--- src/rtl/byte_serial_tx_if.sv ---
// Load/ready handshake and serial-line signals for byte_serial_tx.
// The master drives d/load and sees ready, sout, busy and done; the DUT is the slave.
interface byte_serial_tx_if;
   logic [7:0] d;
   logic       load;
   logic       ready;
   logic       sout;
   logic       busy;
   logic       done;

   // Handshake: a word on d is taken at a rising clk edge where load && ready;
   // load without ready has no effect, and d is ignored except at that edge.
   modport master (output d, load, input ready, sout, busy, done);
   modport slave  (input d, load, output ready, sout, busy, done);
endinterface

--- src/rtl/byte_serial_tx.sv ---
// Framed byte transmitter: start bit, 8 data bits LSB-first, optional even
// parity, stop bit; each bit held for CLKS_PER_BIT clocks.
module byte_serial_tx #(
   parameter int CLKS_PER_BIT = 4,
   parameter bit PARITY_EN    = 1'b1
) (
   input  logic             clk,
   input  logic             rst,
   byte_serial_tx_if.slave  bus,
   output logic [2:0]       state_dbg
);

   localparam int TW = (CLKS_PER_BIT > 1) ? $clog2(CLKS_PER_BIT) : 1;
   localparam logic [TW-1:0] TMAX = TW'(CLKS_PER_BIT - 1);

   typedef enum logic [2:0] {
      S_IDLE   = 3'd0,
      S_START  = 3'd1,
      S_DATA   = 3'd2,
      S_PARITY = 3'd3,
      S_STOP   = 3'd4
   } state_t;

   state_t        state_q, state_d;
   logic [7:0]    shift_q, shift_d;
   logic [2:0]    idx_q, idx_d;
   logic [TW-1:0] timer_q, timer_d;
   logic          parity_q, parity_d;
   logic          sout_q, sout_d;
   logic          done_q, done_d;
   logic          bit_end;

   assign bit_end = (timer_q == TMAX);

   always_comb begin
      state_d  = state_q;
      shift_d  = shift_q;
      idx_d    = idx_q;
      timer_d  = timer_q;
      parity_d = parity_q;
      done_d   = 1'b0;
      case (state_q)
         S_IDLE: begin
            timer_d = '0;
            if (bus.load) begin
               shift_d  = bus.d;
               parity_d = ^bus.d;
               state_d  = S_START;
            end
         end
         S_START: begin
            timer_d = bit_end ? '0 : timer_q + 1'b1;
            if (bit_end) begin
               idx_d   = 3'd0;
               state_d = S_DATA;
            end
         end
         S_DATA: begin
            timer_d = bit_end ? '0 : timer_q + 1'b1;
            if (bit_end) begin
               shift_d = {1'b0, shift_q[7:1]};
               idx_d   = idx_q + 3'd1;
               if (idx_q == 3'd7) state_d = PARITY_EN ? S_PARITY : S_STOP;
            end
         end
         S_PARITY: begin
            timer_d = bit_end ? '0 : timer_q + 1'b1;
            if (bit_end) state_d = S_STOP;
         end
         S_STOP: begin
            timer_d = bit_end ? '0 : timer_q + 1'b1;
            if (bit_end) begin
               state_d = S_IDLE;
               done_d  = 1'b1;
            end
         end
         default: state_d = S_IDLE;
      endcase

      // Line level is decided from the next state so sout lands with the state change.
      case (state_d)
         S_START:  sout_d = 1'b0;
         S_DATA:   sout_d = shift_d[0];
         S_PARITY: sout_d = parity_d;
         default:  sout_d = 1'b1;
      endcase
   end

   always_ff @(posedge clk) begin
      if (rst) begin
         state_q  <= S_IDLE;
         shift_q  <= '0;
         idx_q    <= '0;
         timer_q  <= '0;
         parity_q <= 1'b0;
         sout_q   <= 1'b1;
         done_q   <= 1'b0;
      end else begin
         state_q  <= state_d;
         shift_q  <= shift_d;
         idx_q    <= idx_d;
         timer_q  <= timer_d;
         parity_q <= parity_d;
         sout_q   <= sout_d;
         done_q   <= done_d;
      end
   end

   assign bus.sout  = sout_q;
   assign bus.done  = done_q;
   assign bus.ready = (state_q == S_IDLE);
   assign bus.busy  = (state_q != S_IDLE);
   assign state_dbg = state_q;

endmodule

--- src/flat_wrapper.sv ---
// flat-port wrapper written by rule: the top's interface ports become plain ports
module byte_serial_tx_flat 
#(
   parameter int CLKS_PER_BIT = 4,
   parameter bit PARITY_EN    = 1'b1
)
  (clk, rst, state_dbg, bus_d, bus_load, bus_ready, bus_sout, bus_busy, bus_done);
  byte_serial_tx_if bus_i ();
  input  logic clk;
  input  logic rst;
  output logic [2:0] state_dbg;
  input wire logic [$bits(bus_i.d)-1:0] bus_d;
  input wire logic [$bits(bus_i.load)-1:0] bus_load;
  output wire logic [$bits(bus_i.ready)-1:0] bus_ready;
  output wire logic [$bits(bus_i.sout)-1:0] bus_sout;
  output wire logic [$bits(bus_i.busy)-1:0] bus_busy;
  output wire logic [$bits(bus_i.done)-1:0] bus_done;
  assign bus_i.d = bus_d;
  assign bus_i.load = bus_load;
  assign bus_ready = bus_i.ready;
  assign bus_sout = bus_i.sout;
  assign bus_busy = bus_i.busy;
  assign bus_done = bus_i.done;
  byte_serial_tx #(.CLKS_PER_BIT(CLKS_PER_BIT), .PARITY_EN(PARITY_EN)) u_core (.clk(clk), .rst(rst), .bus(bus_i), .state_dbg(state_dbg));
endmodule
--- config.mk ---
export PLATFORM = sky130hd
export DESIGN_NAME = byte_serial_tx_flat
export DESIGN_NICKNAME = d
export VERILOG_FILES = /design/src/rtl/byte_serial_tx_if.sv /design/src/rtl/byte_serial_tx.sv /design/src/flat_wrapper.sv
export SDC_FILE = /design/constraint.sdc
export NUM_CORES = 1
export LEC_CHECK = 0
export CORE_UTILIZATION = 30
export DETAILED_ROUTE_END_ITERATION = 8
export DONT_BUFFER_PORTS = 1
export PLACE_DENSITY = 0.53
export SYNTH_ARGS = -nofsm -noshare
export SYNTH_HDL_FRONTEND = slang
export SYNTH_SLANG_ARGS = --single-unit
--- constraint.sdc ---
create_clock -name clk -period 2.7 [get_ports clk]
set_clock_uncertainty 0.2 [all_clocks]
set_input_delay 0.675 -clock clk [delete_from_list [all_inputs] [get_ports clk]]
set_output_delay 0.675 -clock clk [all_outputs]
set_load 0.1 [all_outputs]
==> summary.md <==
| Metric | Value |
|---|---|
| Status | `finished clean` |
| Initial Util | `around a third` |
| Nature of the critical path endpoint | `primary output` |
| Final Slew Violations | `0` |
| Port-buffer cells | `0` |
| # DRC | `0` |
| Placed cells | `~150` |
| Max Root-Sink Buffers | `2` |
| Count of standard-cell rows | `20` |
| Vias post-DR | `around 750` |
| Clock power share | `between 20% and 30%` |
| FFs w/ async S/R, synth | `0%` |
| Global-route wire length before repair | `roughly 3100 um` |
| DRT antenna net count | `0` |
| Grt total ovfl | `0` |
| CORE AREA | `0.00305 mm2` |
| CTS sink cnt | `19` |
| CP required | `around 1.8 ns` |
| Setup slack after layout | `0.255 ns` |
| Global placement routability congestion | `between 0.6 and 0.7` |
| Static Leak | `0.391 nW` |
| Worst Max-Slew Pin Slew | `0.691 ns` |
| Fin util | `34.6%` |
| Critical path arrival | `roughly 1.6 ns` |
| Via density | `~5.1` |
| Warnings from Yosys | `0` |
| Synth unique cells | `35` |
| H-Tree Depth | `1` |
| Clock latency on the worst-skew pair | `just under 0.3 ns` |
| Share of layout cells above drive strength 1 | `a little over a fifth` |
| DP Wirelength | `1360 um` |
| Area of the multi-input gates | `526 um2` |
| Switching power | `around 160 uW` |
| Avg Synthesized Cell Area | `9.41 um2` |
| Syn Inst Count | `102` |
| Chip width | `between 50 and 60 um` |
| Peak supply drop | `112 uV` |
| Power share of the combinational group | `between 10% and 20%` |
| Inserted Clock Buffers | `3` |
| Synthesized Nets | `approximately 120` |
| Pre-antenna DRT Iters | `4` |
| F_max | `~400 MHz` |
| Setup TNS | `0 ns` |
| Max Cap Viol | `0` |
| Number of flops mapped to enable cells by yosys | `0` |
| Met2 Use GR | `approximately 20%` |
| Global Route Usage Sum | `about an eighth` |
| Pin count of the biggest net entering global routing | `20` |
| CTS tree | `done` |
| Total power draw | `542 uW` |
| Sequential Power Share | `about 56%` |
| Top Usage Layer GRT | `met2` |
| Cts repair resizes | `0` |
| Power density over the cells | `around 510 mW/mm2` |
| Seq/Total Area, Yosys | `just under 40%` |
| Initial antenna violation count | `0` |
| Final Cycle Share | `about 91%` |
| Setup slack at placement | `approximately 0.54 ns` |
| Final wirelength | `~1800 um` |
| Final Hold Viols | `0` |
| Layout Nets | `120` |
| Int Power | `between 300 and 400 uW` |
| Slew Limit Headroom | `a little over half` |
| Vias in the first global route | `730` |
| Clk slew on worst S/H paths | `approximately 0.11 ns` |
| Hold Buf Count CTS | `0` |
| Synthesized flop and latch total | `19` |
| # IOs | `18` |
| Initial DRC count | `22` |
| Most used DFF post-synth | `dfxtp_1` |
| Cell Area, Synth | `roughly 960 um2` |
| Mean routed wirelength per cell | `between 10 and 15 um` |
| M3 GR Usage | `under 10%` |
| Area Overhead vs Synth | `10.2%` |
| RSZ-0062 raised after global routing | `false` |
| Tmin final | `2.45 ns` |
| Root buffer cell | `clkbuf_4` |
| Post-CTS setup buffer count | `0` |
| Final Non-Filler Cells | `~150` |
| Filler cells | `337` |
| Reg area | `roughly 380 um2` |
| Hold crit path type | `in2reg` |
| Diodes inserted | `0` |
| DIE AREA | `around 0.0034 mm2` |
| Die Y | `around 60 um` |
| Element type at the critical path start | `flip-flop` |
| Final setup vio count | `0` |
| Largest fanout on the critical path | `10` |
| M1 GR Usage | `14.0%` |
| Worst Path Class, Setup | `reg2out` |
| Switch share | `between 20% and 30%` |
-- final timing paths --
kind / from / endpoint / slack (ns) / cells past startpoint
worst min-delay path: rst / u_core.shift_q[4] / 0.23 / 1
worst min register to register: u_core.shift_q[4] / u_core.shift_q[4] / 0.26 / 2
worst max register to register: u_core.state_dbg[0] / u_core.bus.sout / 0.56 / 5
worst max-delay path: u_core.state_dbg[2] / bus_ready / 0.25 / 3
-- cell type report --
type	count	share of cell area [%]
multi-input combinational	75	49.7
sequential	19	36.3
timing repair buffer	6	5.44
tap	44	5.21
clock buffer	3	2.13
inverter	1	0.710
clock inverter	1	0.473
-- kinds of logic after synthesis --
family / synth area share (%)
adders and majority gates: 3.91
muxes: 1.17
xor gates and xnor gates: 7.30
and+or+nand+nor: 21.0
DFF: 39.6
buffers and inverters: 6.00
AOI/OAI and AO/OA: 21.0
-- registers in the layout, summed over array words and instances, names as in the netlist --
name / flops
u_core.shift_q: 8
u_core.bus.done: 1
u_core.timer_q: 2
u_core.bus.sout: 1
u_core.state_dbg: 3
u_core.idx_q: 3
u_core.parity_q: 1
-- through the flow --
stage	hold WS, ns	cell area, um2
finish	0.233	1060
CTS	0.225	1060
global route	0.210	1060
floorplan	0.237	971
detailed placement	0.240	1030
global placement	0.238	1030
-- routing by layer --
| metal | part of all wire (%) | up-vias | routed length (um) |
|---|---|---|---|
| met2 | 51 | 12 | 922 |
| met4 | 0 | 0 | 0 |
| met3 | 4.4 | 0 | 80 |
| met1 | 45 | 374 | 810 |
| met5 | 0 | - | 0 |
| li1 | - | 367 | - |
-- synth_stat cells, types with 2 or more instances --
| library cell | number | area [um2] |
|---|---|---|
| ha_1 | 3 | 37.5 |
| clkbuf_1 | 2 | 7.51 |
| a21oi_1 | 12 | 60.1 |
| nor2b_1 | 2 | 12.5 |
| nand2_1 | 7 | 26.3 |
| nor3b_1 | 3 | 22.5 |
| xnor2_1 | 7 | 61.3 |
| nand3_1 | 2 | 10.0 |
| a22oi_1 | 8 | 60.1 |
| dfxtp_1 | 19 | 380 |
| nor2_1 | 11 | 41.3 |
| buf_6 | 3 | 33.8 |
-- placed cells by master, fill, tap and decap left out, types with 2 or more instances in the layout --
| master | instances |
|---|---|
| a22oi_1 | 8 |
| nand2_1 | 7 |
| nor3b_1 | 3 |
| dfxtp_2 | 3 |
| dfxtp_1 | 16 |
| buf_4 | 5 |
| ha_1 | 3 |
| xnor2_1 | 7 |
| a21oi_1 | 12 |
| nor2b_1 | 2 |
| nand3_1 | 2 |
| clkbuf_4 | 3 |
| nor2_1 | 11 |
-- power by group through the flow --
stage                     combinational (mW)  clock [mW]  sequential [mW]
final                                 0.0995       0.142            0.301
after floorplan                       0.0755           0            0.321
after global placement                0.0984           0            0.307
after CTS                              0.100       0.148            0.301
after global routing                   0.107       0.158            0.303
after detailed placement               0.100           0            0.307
-- worst max-delay path, stage by stage, from the launching register on --
cell and delay, ns:
dfxtp_2 0.39, or3_4 0.57, clkinvlp_4 0.15, buf_12 0.17
(Power assumes the default switching activity.)
==> variant: new RTL, same flow settings <==
`CLKS_PER_BIT` is set to 4 in 2 places; all go to 8.
--- a/src/rtl/byte_serial_tx.sv
+++ b/src/rtl/byte_serial_tx.sv
@@ -2,5 +2,5 @@
 // parity, stop bit; each bit held for CLKS_PER_BIT clocks.
 module byte_serial_tx #(
-   parameter int CLKS_PER_BIT = 4,
+   parameter int CLKS_PER_BIT = 8,
    parameter bit PARITY_EN    = 1'b1
 ) (
--- a/src/flat_wrapper.sv
+++ b/src/flat_wrapper.sv
@@ -2,5 +2,5 @@
 module byte_serial_tx_flat 
 #(
-   parameter int CLKS_PER_BIT = 4,
+   parameter int CLKS_PER_BIT = 8,
    parameter bit PARITY_EN    = 1'b1
 )
Behaviour: not the same (a bounded check fails within 10 cycles, from zero or initial values and one cycle with rst high).
==> variant against the original RTL <==
Routed wire length is 9.3% higher; setup slack worse by 0.055 ns; cell count is 1.3% higher; total power is 24% higher; design area is 7.5% higher; sequential cell count is 1 higher; synthesized area is 2.5% higher; worst hold slack worse by 0.012 ns; critical endpoint unchanged; largest cell class unchanged.
==> variant: results (changes against the original RTL) <==
{
  "status": "finished clean",
  "comb.multi_input.count": {"value": 76, "change": "+1.3%"},
  "grt_util_overall": {"value": 13.37, "unit": "%", "change": "+1.6 points"},
  "clkTransAtPathRegs_ns": 0.12,
  "detailed_place_hpwl": {"value": 1449, "unit": "µm", "change": "+6.4%"},
  "buf_share": {"value": 5.066, "unit": "%", "change": "-0.38 points"},
  "critical-path-max-stage-delay": {"value": 0.59, "unit": "ns", "change": "+0.02 ns"},
  "final-seq-area": {"value": 404.1, "unit": "µm²", "change": "+5.2%"},
  "worst-endpoint-arrival": {"value": 1.63, "unit": "ns", "change": "+0.06 ns"},
  "synth-seq-area-share": {"value": 40.71, "unit": "%", "change": "+1.1 points"},
  "vdd_drop_max": {"value": 0.0001946, "unit": "V", "change": "+73%"},
  "viasPerCell": {"value": 5.258, "change": "+4.0%"},
  "reg2reg_depth": {"value": 6, "change": "+1"},
  "1st_pass_router_iterations": {"value": 4, "change": "unchanged"},
  "worstReg2RegStart": "u_core.timer_q[0]",
  "finalHoldWorstSlack": {"value": 0.2216, "unit": "ns", "change": "-0.01151 ns"},
  "final_layout_size_suffix_gt1_share": {"value": 18.69, "unit": "%", "change": "-2.3 points"},
  "finalNetCount": {"value": 124, "change": "+3.3%"},
  "dr.first_iter.drc_count": {"value": 36, "change": "+64%"},
  "worst_slew_pin_slew": {"value": 0.9223, "unit": "ns", "change": "+0.2316 ns"},
  "final-clk-cell-share": {"value": 4.626, "unit": "%", "change": "+2.0 points"},
  "netlist-cell-type-count": {"value": 34, "change": "-2.9%"},
  "placed_cell_area": {"value": 1084, "unit": "µm²", "change": "+5.2%"},
  "post_synth_most_frequent_cells": "sky130_fd_sc_hd__dfxtp_1 (20), sky130_fd_sc_hd__nor2_1 (15), sky130_fd_sc_hd__a21oi_1 (9), sky130_fd_sc_hd__xnor2_1 (7), sky130_fd_sc_hd__a222oi_1 (6)",
  "crit_fanout": {"value": 16, "change": "+6"},
  "holdPathEnd": "u_core.state_dbg[0]",
  "cellPowerDensity": {"value": 592.0, "unit": "nW/µm²", "change": "+15%"},
  "synth-seq-cells": {"value": 20, "change": "+1"},
  "grt_pass1_vias": {"value": 779, "change": "+6.7%"},
  "drt-wirelength-per-cell": {"value": 13.12, "unit": "µm", "change": "+7.8%"},
  "synthesis.area": {"value": 983.4, "unit": "µm²", "change": "+2.5%"},
  "ff2ff_setup_slack": {"value": 0.53, "unit": "ns", "change": "-0.03 ns"},
  "place_ws": {"value": 0.4422, "unit": "ns", "change": "-0.09596 ns"},
  "ys_top_cells_by_area": "sky130_fd_sc_hd__dfxtp_1 (41%), sky130_fd_sc_hd__ha_1 (6.4%), sky130_fd_sc_hd__xnor2_1 (6.2%)",
  "grt_start_max_net_pins": {"value": 21, "change": "+5.0%"},
  "multi_input_gate_share_of_the_layout_cell_area": {"value": 49.23, "unit": "%", "change": "-0.48 points"},
  "syn_inst": {"value": 104, "change": "+2.0%"}
}
[variant: cell types whose count changed after synthesis, moves of 4 or more]
cell	before	now
sky130_fd_sc_hd__a22oi_1	8	1
sky130_fd_sc_hd__buf_2	0	4
sky130_fd_sc_hd__nand2_1	7	0
sky130_fd_sc_hd__a222oi_1	0	6
sky130_fd_sc_hd__nor2_1	11	15
[variant: power breakdown]
group          total (mW)  internal, mW  switching [mW]
combinational       0.108        0.0396          0.0685
sequential          0.319         0.309          0.0106
clock               0.245         0.150          0.0952
[variant: worst max path at each step]
| stage | start | end | slack [ns] | depth (start not counted) |
|---|---|---|---|---|
| 2_1_floorplan | u_core.state_dbg[1] | bus_ready | 0.02 | 3 |
| 3_3_place_gp | bus_load | u_core.bus.sout | 0.49 | 4 |
| 3_5_place_dp | bus_load | u_core.bus.sout | 0.44 | 4 |
| 4_1_cts | u_core.state_dbg[2] | bus_ready | 0.18 | 3 |
| 5_1_grt | u_core.state_dbg[2] | bus_ready | 0.13 | 3 |
| 6_report | u_core.state_dbg[2] | bus_ready | 0.20 | 3 |
[variant: worst max-delay path: cells and delay by family, from the launching register on]
family / cells / cell delay [ns]
simple gates: 1 / 0.59
flops: 1 / 0.42
buf+inv: 2 / 0.32
[variant: kinds of logic (layout without fill, tap and decap cells)]
logic type	count (synthesis)	after routing	synth area share, %
multiplexers	2	2	2.290
buffers and inverters	8	11	3.562
flip-flops	20	20	40.71
XOR/XNOR	7	7	6.234
AND/OR/NAND/NOR	35	35	20.49
adder cells (fa/ha/maj)	5	5	6.361
AO/OA/AOI/OAI	27	27	20.36
[variant: per-layer routing]
metal	share of wire [%]	track usage, %
met1	43	15.29
met2	50	22.63
met3	6.1	3.493
met4	0.76	7.143
met5	0	0
